File: src/rtl/mod_issue_pkg.sv
// Shared types and constants for the modulo-unit issue controller.
package mod_issue_pkg;

  localparam int unsigned DefaultWidth = 32;

  typedef enum logic [1:0] {
    StIdle,
    StIssue,
    StWait,
    StResp
  } state_e;

  // Counter must be able to hold the value TimeoutCycles itself.
  function automatic int unsigned timer_width(input int unsigned cycles);
    return $clog2(cycles + 1);
  endfunction

endpackage

File: src/rtl/mod_issue_ctrl_if.sv
// Request / unit / response bundle between the issue controller and its neighbours.
interface mod_issue_ctrl_if #(
  parameter int unsigned WIDTH = mod_issue_pkg::DefaultWidth
);
  logic             req_valid;
  logic             req_ready;
  logic [WIDTH-1:0] req_a;
  logic [WIDTH-1:0] req_b;
  logic             unit_start;
  logic [WIDTH-1:0] unit_a;
  logic [WIDTH-1:0] unit_b;
  logic [WIDTH-1:0] unit_result;
  logic             unit_done;
  logic             rsp_valid;
  logic             rsp_ready;
  logic [WIDTH-1:0] rsp_result;
  logic             rsp_err;

  modport master (
    input  req_valid, req_a, req_b, unit_result, unit_done, rsp_ready,
    output req_ready, unit_start, unit_a, unit_b, rsp_valid, rsp_result, rsp_err
  );

  modport slave (
    output req_valid, req_a, req_b, unit_result, unit_done, rsp_ready,
    input  req_ready, unit_start, unit_a, unit_b, rsp_valid, rsp_result, rsp_err
  );
endinterface

File: src/rtl/mod_issue_timer.sv
// WAIT-state watchdog counter; only built when MOD_ISSUE_TIMEOUT_EN is defined.
module mod_issue_timer
  import mod_issue_pkg::*;
#(
  parameter int unsigned TimeoutCycles = 1024
) (
  input  logic clk_i,
  input  logic rst_ni,
  input  logic clear_i,
  input  logic inc_i,
  output logic expired_o
);
  localparam int unsigned CntW = timer_width(TimeoutCycles);

  logic [CntW-1:0] cnt_q, cnt_d;

  always_ff @(posedge clk_i) begin
    if (!rst_ni) begin
      cnt_q <= '0;
    end else begin
      cnt_q <= cnt_d;
    end
  end

  always_comb begin
    cnt_d = cnt_q;
    if (clear_i) begin
      cnt_d = '0;
    end else if (inc_i) begin
      cnt_d = cnt_q + 1'b1;
    end
  end

  // Fires on the WAIT cycle whose increment brings the count to TimeoutCycles.
  assign expired_o = inc_i && (cnt_q == CntW'(TimeoutCycles - 1));

endmodule

File: src/rtl/mod_issue_ctrl.sv
// Issue/response controller for the multi-cycle modulo unit.
// Optional WAIT-state timeout is enabled by defining MOD_ISSUE_TIMEOUT_EN.
module mod_issue_ctrl
  import mod_issue_pkg::*;
#(
  parameter int unsigned WIDTH          = DefaultWidth,
  parameter int unsigned TIMEOUT_CYCLES = 1024
) (
  input logic                clk,
  input logic                reset,
  mod_issue_ctrl_if.master   bus
);

  state_e           state_q, state_d;
  logic [WIDTH-1:0] a_q, a_d, b_q, b_d, result_q, result_d;
  logic             err_q, err_d, start_q, start_d, armed_q, armed_d;
  logic             accept, b_zero, done_hit, timeout_hit;

  assign accept   = (state_q == StIdle) && bus.req_valid;
  assign b_zero   = (bus.req_b == '0);
  // armed_q is low in the first WAIT cycle so a stale level-high done is ignored.
  assign done_hit = (state_q == StWait) && armed_q && bus.unit_done;

`ifdef MOD_ISSUE_TIMEOUT_EN
  logic expired;

  mod_issue_timer #(
    .TimeoutCycles(TIMEOUT_CYCLES)
  ) u_timer (
    .clk_i    (clk),
    .rst_ni   (reset),
    .clear_i  (state_q == StIssue),
    .inc_i    (state_q == StWait),
    .expired_o(expired)
  );

  assign timeout_hit = expired && !done_hit;
`else
  logic unused_timeout;
  assign unused_timeout = ^TIMEOUT_CYCLES;
  assign timeout_hit    = 1'b0;
`endif

  always_ff @(posedge clk) begin
    if (!reset) begin
      state_q <= StIdle;
    end else begin
      state_q <= state_d;
    end
  end

  always_ff @(posedge clk) begin
    if (!reset) begin
      a_q      <= '0;
      b_q      <= '0;
      result_q <= '0;
      err_q    <= 1'b0;
      start_q  <= 1'b0;
      armed_q  <= 1'b0;
    end else begin
      a_q      <= a_d;
      b_q      <= b_d;
      result_q <= result_d;
      err_q    <= err_d;
      start_q  <= start_d;
      armed_q  <= armed_d;
    end
  end

  always_comb begin
    state_d = state_q;
    unique case (state_q)
      StIdle:  if (accept) state_d = b_zero ? StResp : StIssue;
      StIssue: state_d = StWait;
      StWait:  if (done_hit || timeout_hit) state_d = StResp;
      StResp:  if (bus.rsp_ready) state_d = StIdle;
      default: state_d = StIdle;
    endcase
  end

  always_comb begin
    a_d      = a_q;
    b_d      = b_q;
    result_d = result_q;
    err_d    = err_q;
    start_d  = 1'b0;
    armed_d  = (state_q == StWait);
    if (accept) begin
      a_d     = bus.req_a;
      b_d     = bus.req_b;
      start_d = !b_zero;
      if (b_zero) begin
        result_d = bus.req_a;
        err_d    = 1'b1;
      end
    end
    if (done_hit) begin
      result_d = bus.unit_result;
      err_d    = 1'b0;
    end else if (timeout_hit) begin
      result_d = '0;
      err_d    = 1'b1;
    end
  end

  always_comb begin
    bus.req_ready  = reset && (state_q == StIdle);
    bus.unit_start = start_q;
    bus.unit_a     = a_q;
    bus.unit_b     = b_q;
    bus.rsp_valid  = (state_q == StResp);
    bus.rsp_result = result_q;
    bus.rsp_err    = err_q;
  end

endmodule
File: src/flat_wrapper.sv
// flat-port wrapper written by rule: the top's interface ports become plain ports
module mod_issue_ctrl_flat import mod_issue_pkg::*;
#(
  parameter int unsigned WIDTH          = DefaultWidth,
  parameter int unsigned TIMEOUT_CYCLES = 1024
)
  (clk, reset, bus_req_valid, bus_req_a, bus_req_b, bus_unit_result, bus_unit_done, bus_rsp_ready, bus_req_ready, bus_unit_start, bus_unit_a, bus_unit_b, bus_rsp_valid, bus_rsp_result, bus_rsp_err);
  mod_issue_ctrl_if #(.WIDTH(WIDTH)) bus_i ();
  input logic clk;
  input logic reset;
  input wire logic [$bits(bus_i.req_valid)-1:0] bus_req_valid;
  input wire logic [$bits(bus_i.req_a)-1:0] bus_req_a;
  input wire logic [$bits(bus_i.req_b)-1:0] bus_req_b;
  input wire logic [$bits(bus_i.unit_result)-1:0] bus_unit_result;
  input wire logic [$bits(bus_i.unit_done)-1:0] bus_unit_done;
  input wire logic [$bits(bus_i.rsp_ready)-1:0] bus_rsp_ready;
  output wire logic [$bits(bus_i.req_ready)-1:0] bus_req_ready;
  output wire logic [$bits(bus_i.unit_start)-1:0] bus_unit_start;
  output wire logic [$bits(bus_i.unit_a)-1:0] bus_unit_a;
  output wire logic [$bits(bus_i.unit_b)-1:0] bus_unit_b;
  output wire logic [$bits(bus_i.rsp_valid)-1:0] bus_rsp_valid;
  output wire logic [$bits(bus_i.rsp_result)-1:0] bus_rsp_result;
  output wire logic [$bits(bus_i.rsp_err)-1:0] bus_rsp_err;
  assign bus_i.req_valid = bus_req_valid;
  assign bus_i.req_a = bus_req_a;
  assign bus_i.req_b = bus_req_b;
  assign bus_i.unit_result = bus_unit_result;
  assign bus_i.unit_done = bus_unit_done;
  assign bus_i.rsp_ready = bus_rsp_ready;
  assign bus_req_ready = bus_i.req_ready;
  assign bus_unit_start = bus_i.unit_start;
  assign bus_unit_a = bus_i.unit_a;
  assign bus_unit_b = bus_i.unit_b;
  assign bus_rsp_valid = bus_i.rsp_valid;
  assign bus_rsp_result = bus_i.rsp_result;
  assign bus_rsp_err = bus_i.rsp_err;
  mod_issue_ctrl #(.WIDTH(WIDTH), .TIMEOUT_CYCLES(TIMEOUT_CYCLES)) u_core (.clk(clk), .reset(reset), .bus(bus_i));
endmodule
File: config.mk
export PLATFORM = sky130hd
export DESIGN_NAME = mod_issue_ctrl_flat
export DESIGN_NICKNAME = d
export VERILOG_FILES = /design/src/rtl/mod_issue_pkg.sv /design/src/rtl/mod_issue_ctrl_if.sv /design/src/rtl/mod_issue_timer.sv /design/src/rtl/mod_issue_ctrl.sv /design/src/flat_wrapper.sv
export SDC_FILE = /design/constraint.sdc
export NUM_CORES = 1
export LEC_CHECK = 0
export ABC_AREA = 1
export BUFFER_PORTS_ARGS = -buffer_cell sky130_fd_sc_hd__buf_2
export CAP_MARGIN = 0
export CORE_MARGIN = 5
export CORE_UTILIZATION = 50
export CTS_CLUSTER_SIZE = 20
export DETAILED_ROUTE_END_ITERATION = 10
export GPL_TIMING_DRIVEN = 0
export MAX_ROUTING_LAYER = met4
export PLACE_DENSITY = 0.85
export REMOVE_ABC_BUFFERS = 1
export SYNTH_ARGS = -nofsm -noshare
export SYNTH_HDL_FRONTEND = slang
export SYNTH_SLANG_ARGS = --single-unit
File: constraint.sdc
create_clock -name clk -period 4.2 [get_ports clk]
set_clock_uncertainty 0.15 [all_clocks]
set_input_delay 0.63 -clock clk [delete_from_list [all_inputs] [get_ports clk]]
set_output_delay 0.63 -clock clk [all_outputs]
set_load 0.03 [all_outputs]
==> impl_metrics.env, run 1 <==
export IMPL_outcome="finished, final reports clean"
export IMPL_antenna_found_initial=1
export IMPL_drive_gt1_share_pct=33.2
export IMPL_drt_initial_drc_count=183
export IMPL_maximum_number_of_pins_on_one_net_before_global_route_repair=103
export IMPL_critPathArrivalTime_ns=2.83
export IMPL_cp_slowest_stage_delay_ns=0.45
export IMPL_drt_drc_violations_left=0
export IMPL_worstSetupEndpointType="register"
export IMPL_ioPinCount=201
export IMPL_buffer_ports_inserted=200
export IMPL_cts_repair_resized=0
export IMPL_clkLatencyLatePin_ns=0.35
export IMPL_startpoint_type="register"
export IMPL_die_height_microns=104
export IMPL_max_freq_mhz=366
export IMPL_worstPathBufferInverterCount=4
export IMPL_max_clock_path_buffers=2
export IMPL_wirelength_mm=11.7
export IMPL_post_cts_hold_buffer_count=0
export IMPL_tightestPinTransition_ns=0.897
export IMPL_die_area_sq_um=10700
export IMPL_core_sq_um=8640
export IMPL_ys_warn_count=0
export IMPL_row_count=34
export IMPL_die_width_microns=104
export IMPL_hpwl_mm=8.61
export IMPL_vdd_ir_drop_max_mv=0.298
export IMPL_cpLargestDelayFamily="simple AND/OR/NAND/NOR gates"
export IMPL_critical_path_cell_list="inv_1, ha_1, nand2_2, inv_2, buf_12, nand2_2, buf_12, nand3_1, nand2_1, nor2_1"
export IMPL_setup_total_negative_slack_ns=0
export IMPL_clkSlewWorstSetupHoldPaths_ns=0.09
export IMPL_grt_pass1_wl_mm=19.6
export IMPL_numCtsBuffers=9
export IMPL_floorplan_initialDensity_pct=50.6
export IMPL_tritoncts="built"
export IMPL_report_final_setup_viol=0
export IMPL_critPathRequiredTime_ns=4.30
export IMPL_htreeDepth=3
export IMPL_finish_utilization_pct=64.7
export IMPL_root_buffer="sky130_fd_sc_hd__clkbuf_8"
export IMPL_min_period_ns=2.73
export IMPL_finalNonFillerCells=878
export IMPL_rsz0062_at_grt="no"
export IMPL_grtUsageTotal_pct=21.8
export IMPL_dpl_instance_area_sq_um=5400
export IMPL_timing_hold_violations_final=0
export IMPL_first_global_vias=4360
export IMPL_gpl_final_weighted_congestion=0.820
export IMPL_syn_area_sq_um=4370
export IMPL_critical_path_max_fanout=57
export IMPL_count_of_tritonroute_iterations_in_the_first_routing_pass=4
export IMPL_placed_cell_count=861
export IMPL_min_delay_path_class="register to register"
export IMPL_post_cts_buffers=0
export IMPL_sink_count_of_the_clock_tree=101
export IMPL_avgSynthCellArea_sq_um=7.40
export IMPL_wl_per_cell_microns=13.3
export IMPL_drv_slew=0
export IMPL_dr_total_vias=4433
export IMPL_fin_crit_sh_pct=65.1
export IMPL_p_leak_uw=0.00289
export IMPL_area_growth_synth_to_finish_pct=27.8
export IMPL_ff_latch_count_synth=101
export IMPL_timing_setup_critical_path_class="register to register"
export IMPL_max_cap_viol_count=0
export IMPL_vias_per_cell=5.05
export IMPL_worst_hold_margin_ns=0.321
export IMPL_synth_cell_type_count=17
export IMPL_final_design_area_excluding_fillers_sq_um=5590
export IMPL_power_density_cell_area_nw_per_um2=513
export IMPL_detail_route_antenna_nets=0
export IMPL_cpMaxStageDelayCell="sky130_fd_sc_hd__nand2_2"
export IMPL_synth_yosys_seq_area_share_pct=46.3
export IMPL_num_nets_final=869
export IMPL_timing_max_slew_rel_slack_pct=40.2
export IMPL_grt_overflow_total=0
export IMPL_synthCells=591
## cells in the final DEF (no fill, tap or decap), types with 4 or more instances in the layout
master / count
sky130_fd_sc_hd__a21oi_1: 35
sky130_fd_sc_hd__buf_2: 199
sky130_fd_sc_hd__clkbuf_8: 10
sky130_fd_sc_hd__dfxtp_1: 101
sky130_fd_sc_hd__ha_1: 4
sky130_fd_sc_hd__inv_1: 40
sky130_fd_sc_hd__mux2_2: 32
sky130_fd_sc_hd__nand2_1: 52
sky130_fd_sc_hd__nand3_1: 32
sky130_fd_sc_hd__nor2_1: 182
sky130_fd_sc_hd__o21ai_0: 64
## cells in the mapped netlist
master                       n  area share, %
sky130_fd_sc_hd__clkbuf_1   20            1.7
sky130_fd_sc_hd__nand2_1    54            4.6
sky130_fd_sc_hd__a21oi_1    35            4.0
sky130_fd_sc_hd__nand3_1    32            3.7
sky130_fd_sc_hd__buf_6       6            1.5
sky130_fd_sc_hd__o221ai_1    1           0.20
sky130_fd_sc_hd__buf_1       7           0.60
sky130_fd_sc_hd__nor3_1      1           0.11
sky130_fd_sc_hd__nor2_1    182             16
sky130_fd_sc_hd__ha_1        4            1.1
sky130_fd_sc_hd__nand3_2     1           0.23
sky130_fd_sc_hd__nor2_2      1           0.14
sky130_fd_sc_hd__inv_1      41            3.5
sky130_fd_sc_hd__buf_2       9            1.0
sky130_fd_sc_hd__dfxtp_1   101             46
sky130_fd_sc_hd__mux2_2     32            8.2
sky130_fd_sc_hd__o21ai_0    64            7.3
## area by class of cell
type	count	area, sq um
inverter	41	154
tap	108	135
sequential	101	2020
clock buffer	12	145
fill	754	3050
antenna	1	2.50
timing repair buffer	204	1100
clock inverter	4	33.8
multi-input combinational	407	1990
## worst register-to-register path: cells and delay by family, from the launching register on
kind	cells	cell delay, ns
adder cells (fa/ha/maj)	1	0.25
buffers and inverters	4	0.92
flip-flops	1	0.36
AND/OR/NAND/NOR	5	0.98
## metrics by stage
step           worst slack [ns]  power [uW]
2_1_floorplan            -0.134        1960
5_1_grt                    1.25        3060
4_1_cts                    1.47        2900
3_3_place_gp              -2.37        2280
3_5_place_dp               1.42        2340
6_report                   1.47        2860
## sequential cells by signal (all words and copies together), names as in the netlist
name                   flops
u_core.bus.rsp_result     32
u_core.bus.rsp_err         1
u_core.bus.unit_start      1
u_core.bus.unit_b         32
u_core.state_q             2
u_core.bus.unit_a         32
u_core.armed_q             1
## worst paths after layout
check | to | slack, ns | start | cells after the start
max | u_core.bus.rsp_result[15] | 1.47 | u_core.state_q[0] | 10
min | u_core.bus.rsp_err | 0.32 | u_core.bus.rsp_err | 2
min reg2reg | u_core.bus.rsp_err | 0.32 | u_core.bus.rsp_err | 2
max reg2reg | u_core.bus.rsp_result[15] | 1.47 | u_core.state_q[0] | 10
## per-layer routing
layer | GRT usage, % | share of wire, %
met1 | 24.5 | 40
met2 | 36.7 | 49
met4 | 5.06 | 1.1
met3 | 8.52 | 10
met5 | - | 0
## cells by family after synthesis
kind of cell,count (synthesis),share of synthesized area (%)
adders and majority gates,4,1.14
and+or+nand+nor,271,24.4
DFF,101,46.3
buffers and inverters,83,8.41
AOI/OAI and AO/OA,100,11.5
muxes,32,8.24
## power by group
part,switching [uW],total (uW),internal (uW)
Combinational,754,1090,337
Clock,322,558,236
Sequential,83.3,1220,1130
Total,1160,2860,1710
No activity file was read; power rests on OpenSTA's default activity.
==> run 2: changes to the inputs <==
Settings changed: ABC_AREA 1 to 0, CORE_UTILIZATION 50 to 44, PLACE_DENSITY 0.85 to 0.77.
Clock period 4.2 ns to 2.2 ns, I/O delays scaled along.
==> impl_metrics.env, run 2 <==
export IMPL_critical_path_cell_list="inv_1, ha_1, nand3_4, buf_16, mux2_2, o211ai_1, o31ai_1"
export IMPL_maximum_number_of_pins_on_one_net_before_global_route_repair=55
export IMPL_total_met3_wirelength_after_detailed_routing_mm=1.15
export IMPL_core_sq_um=10700
export IMPL_report_final_setup_viol=0
export IMPL_timing_setup_critical_path_class="register to register"
export IMPL_post_route_setup_slack_ns=0.0829
export IMPL_outcome="finished, final reports clean"
export IMPL_gpl_final_weighted_congestion=0.791
export IMPL_post_cts_hold_buffer_count=0
export IMPL_drt_drc_violations_left=0
export IMPL_synth_edff_count=0
export IMPL_synth_yosys_seq_area_share_pct=42.1
export IMPL_startpoint_type="register"
export IMPL_clkSlewWorstSetupHoldPaths_ns=0.10
export IMPL_area_growth_synth_to_finish_pct=30.2
export IMPL_critPathRequiredTime_ns=2.27
export IMPL_grt_overflow_total=0
export IMPL_worstSetupEndpointType="register"
export IMPL_die_area_sq_um=13100
export IMPL_max_clock_path_buffers=2
export IMPL_post_synth_and_or_nand_nor_area_fraction_pct=17.7
export IMPL_post_synth_xor_area_fraction_pct=0
export IMPL_wl_on_met1_mm=5.86
export IMPL_met2WireLength_mm=7.15
export IMPL_numCtsBuffers=9
export IMPL_finish_utilization_pct=58.2
export IMPL_max_freq_mhz=472
export IMPL_drt_initial_drc_count=345
export IMPL_placed_cell_count=871
export IMPL_power_switching_share_pct=38.5
export IMPL_yosys_area_share_adder_pct=1.04
export IMPL_rsz0062_at_grt="no"
export IMPL_min_period_ns=2.12
export IMPL_ff_latch_count_synth=101
export IMPL_synth_top_family_by_area="compound AO/OA/AOI/OAI gates"
export IMPL_power_density_cell_area_nw_per_um2=849
export IMPL_muxShareOfSynthArea_pct=7.74
export IMPL_critPathArrivalTime_ns=2.18
export IMPL_min_delay_path_class="input pin to register"
export IMPL_syn_area_sq_um=4800
export IMPL_synthCells=574
export IMPL_detail_route_antenna_nets=0
export IMPL_grtUsageTotal_pct=21.1
export IMPL_sink_count_of_the_clock_tree=101
export IMPL_dpl_instance_area_sq_um=5950
export IMPL_hpwl_mm=9.67
export IMPL_p_leak_uw=0.00281
export IMPL_root_buffer="sky130_fd_sc_hd__clkbuf_8"
export IMPL_post_synth_top_area_fraction_pct=42.1
export IMPL_timing_hold_violations_final=0
export IMPL_num_antenna_cells=0
export IMPL_cpMaxStageDelayCell="sky130_fd_sc_hd__dfxtp_1"
export IMPL_antenna_found_initial=0
export IMPL_worstPathBufferInverterCount=2
export IMPL_final_design_area_excluding_fillers_sq_um=6250
export IMPL_synthesized_area_fraction_occupied_by_ao_oa_aoi_and_oai_cells_pct=26.3
export IMPL_count_of_tritonroute_iterations_in_the_first_routing_pass=5
export IMPL_row_count=38
export IMPL_wirelength_mm=14.4
export IMPL_synth_cell_type_count=27
export IMPL_buffer_ports_inserted=200
export IMPL_p_int_uw=3260
export IMPL_comb_power_share_pct=36.2
export IMPL_final_cell_mix="sky130_fd_sc_hd__buf_2, sky130_fd_sc_hd__nand2_1, sky130_fd_sc_hd__dfxtp_1, sky130_fd_sc_hd__a21oi_1, sky130_fd_sc_hd__nor2_1"
export IMPL_dp_slack_ns=-0.892
export IMPL_drv_slew=0
export IMPL_tightestPinTransition_ns=0.801
export IMPL_fin_crit_sh_pct=96.2
export IMPL_vdd_ir_drop_max_mv=0.558
export IMPL_critical_path_max_fanout=42
export IMPL_finalNonFillerCells=896
export IMPL_dominantRegCellSynth="sky130_fd_sc_hd__dfxtp_1"
export IMPL_p_sw_uw=2040
export IMPL_power_uw=5310
export IMPL_mostFrequentLayoutCell="sky130_fd_sc_hd__buf_2"
export IMPL_num_nets_final=856
export IMPL_timing_max_slew_rel_slack_pct=46.6
export IMPL_grt_pass1_wl_mm=22.0
export IMPL_asyncSetResetFlopFracSynth_pct=0
export IMPL_cp_slowest_stage_delay_ns=0.38
export IMPL_drive_gt1_share_pct=43.8
export IMPL_topRoutingLayerUsed="met4"
export IMPL_htreeDepth=3
export IMPL_most_area_consuming_cells_after_synthesis="sky130_fd_sc_hd__dfxtp_1, sky130_fd_sc_hd__nand2_1, sky130_fd_sc_hd__mux2_2, sky130_fd_sc_hd__o31ai_2, sky130_fd_sc_hd__a21oi_1"
export IMPL_vias_per_cell=5.37
export IMPL_clkLatencyLatePin_ns=0.35
export IMPL_floorplan_initialDensity_pct=44.7
export IMPL_yosys_cell_count_top_type="sky130_fd_sc_hd__nand2_1"
export IMPL_max_cap_viol_count=0
export IMPL_first_global_vias=4602
export IMPL_ys_warn_count=0
export IMPL_die_width_microns=114
export IMPL_dr_total_vias=4810
export IMPL_tritoncts="built"
export IMPL_die_height_microns=114
export IMPL_wl_per_cell_microns=16.0
export IMPL_seq_power_share_pct=41.4
export IMPL_cpLargestDelayFamily="flip-flops"
export IMPL_avgSynthCellArea_sq_um=8.37
export IMPL_ioPinCount=201
export IMPL_synth_largest_area_cell="sky130_fd_sc_hd__dfxtp_1"
export IMPL_synth_top_cells_by_count="sky130_fd_sc_hd__nand2_1, sky130_fd_sc_hd__dfxtp_1, sky130_fd_sc_hd__a21oi_1, sky130_fd_sc_hd__clkbuf_1, sky130_fd_sc_hd__nor2_1"
export IMPL_clock_power_share_pct=22.4
==> run 2: changes by cell type after synthesis, moves of 18 or more <==
cell                       delta
sky130_fd_sc_hd__nor2_1     -147
sky130_fd_sc_hd__nand2_1    +108
sky130_fd_sc_hd__o21ai_0     -63
sky130_fd_sc_hd__inv_1       -37
sky130_fd_sc_hd__a31o_2      +32
sky130_fd_sc_hd__o211ai_1    +32
sky130_fd_sc_hd__a21oi_1     +29
sky130_fd_sc_hd__nand3_1     -29
sky130_fd_sc_hd__o31ai_2     +29
sky130_fd_sc_hd__clkbuf_1    +18
==> run 2: layout make-up <==
cell class / count / area, sq um
tap: 140 / 175
clock inverter: 4 / 47.5
clock buffer: 12 / 145
fill: 969 / 4490
sequential: 101 / 2020
multi-input combinational: 418 / 2580
timing repair buffer: 216 / 1260
inverter: 5 / 21.3
==> run 2: cells by family (layout without fill, tap and decap cells) <==
group                    Yosys count  after routing
adder cells (fa/ha/maj)            4              4
flip-flops                       101            101
AO/OA/AOI/OAI                    165            165
AND/OR/NAND/NOR                  215            216
multiplexers                      33             33
buffers and inverters             56            237
==> run 2: worst paths after layout <==
| kind | end | slack (ns) | cells past startpoint | start |
|---|---|---|---|---|
| hold reg to reg | u_core.bus.unit_b[14] | 0.31 | 2 | u_core.bus.unit_b[14] |
| setup / recovery | u_core.bus.rsp_result[9] | 0.08 | 7 | u_core.state_q[0] |
| setup reg to reg | u_core.bus.rsp_result[9] | 0.08 | 7 | u_core.state_q[0] |
| hold / removal | u_core.bus.unit_b[12] | 0.07 | 3 | bus_req_b[12] |
==> run 2: worst min-delay path, stage by stage <==
cell and delay, ns:
sky130_fd_sc_hd__buf_2 0.11, sky130_fd_sc_hd__nand2_1 0.05, sky130_fd_sc_hd__a21oi_1 0.05
==> run 2: timing repair <==
item	in CTS	in global routing
resized for setup	3	1
setup buffers	2	5
endpoints found under the setup margin	35	17
pin swaps	2	3
cloned	1	1
==> run 2: metal layers <==
layer	global-route usage, %	up-vias
met5	-	-
met4	6.49	0
met3	3.54	15
li1	-	2373
met2	35.7	190
met1	25.6	2232
==> run 2: stage by stage <==
step                TNS (ns)  hold slack, ns
floorplan             -82.58           0.307
global placement     -173.15           0.289
detailed placement    -26.78           0.294
CTS                  -0.0100          0.0456
global route               0          0.0653
finish                     0          0.0660
==> run 2: power by group through the flow <==
stage | clock network (uW) | registers (uW) | logic (uW)
3_3_place_gp | 0 | 2220 | 1760
3_5_place_dp | 0 | 2240 | 1850
5_1_grt | 1290 | 2230 | 2070
6_report | 1190 | 2200 | 1920
2_1_floorplan | 0 | 2680 | 769
4_1_cts | 1220 | 2200 | 1880
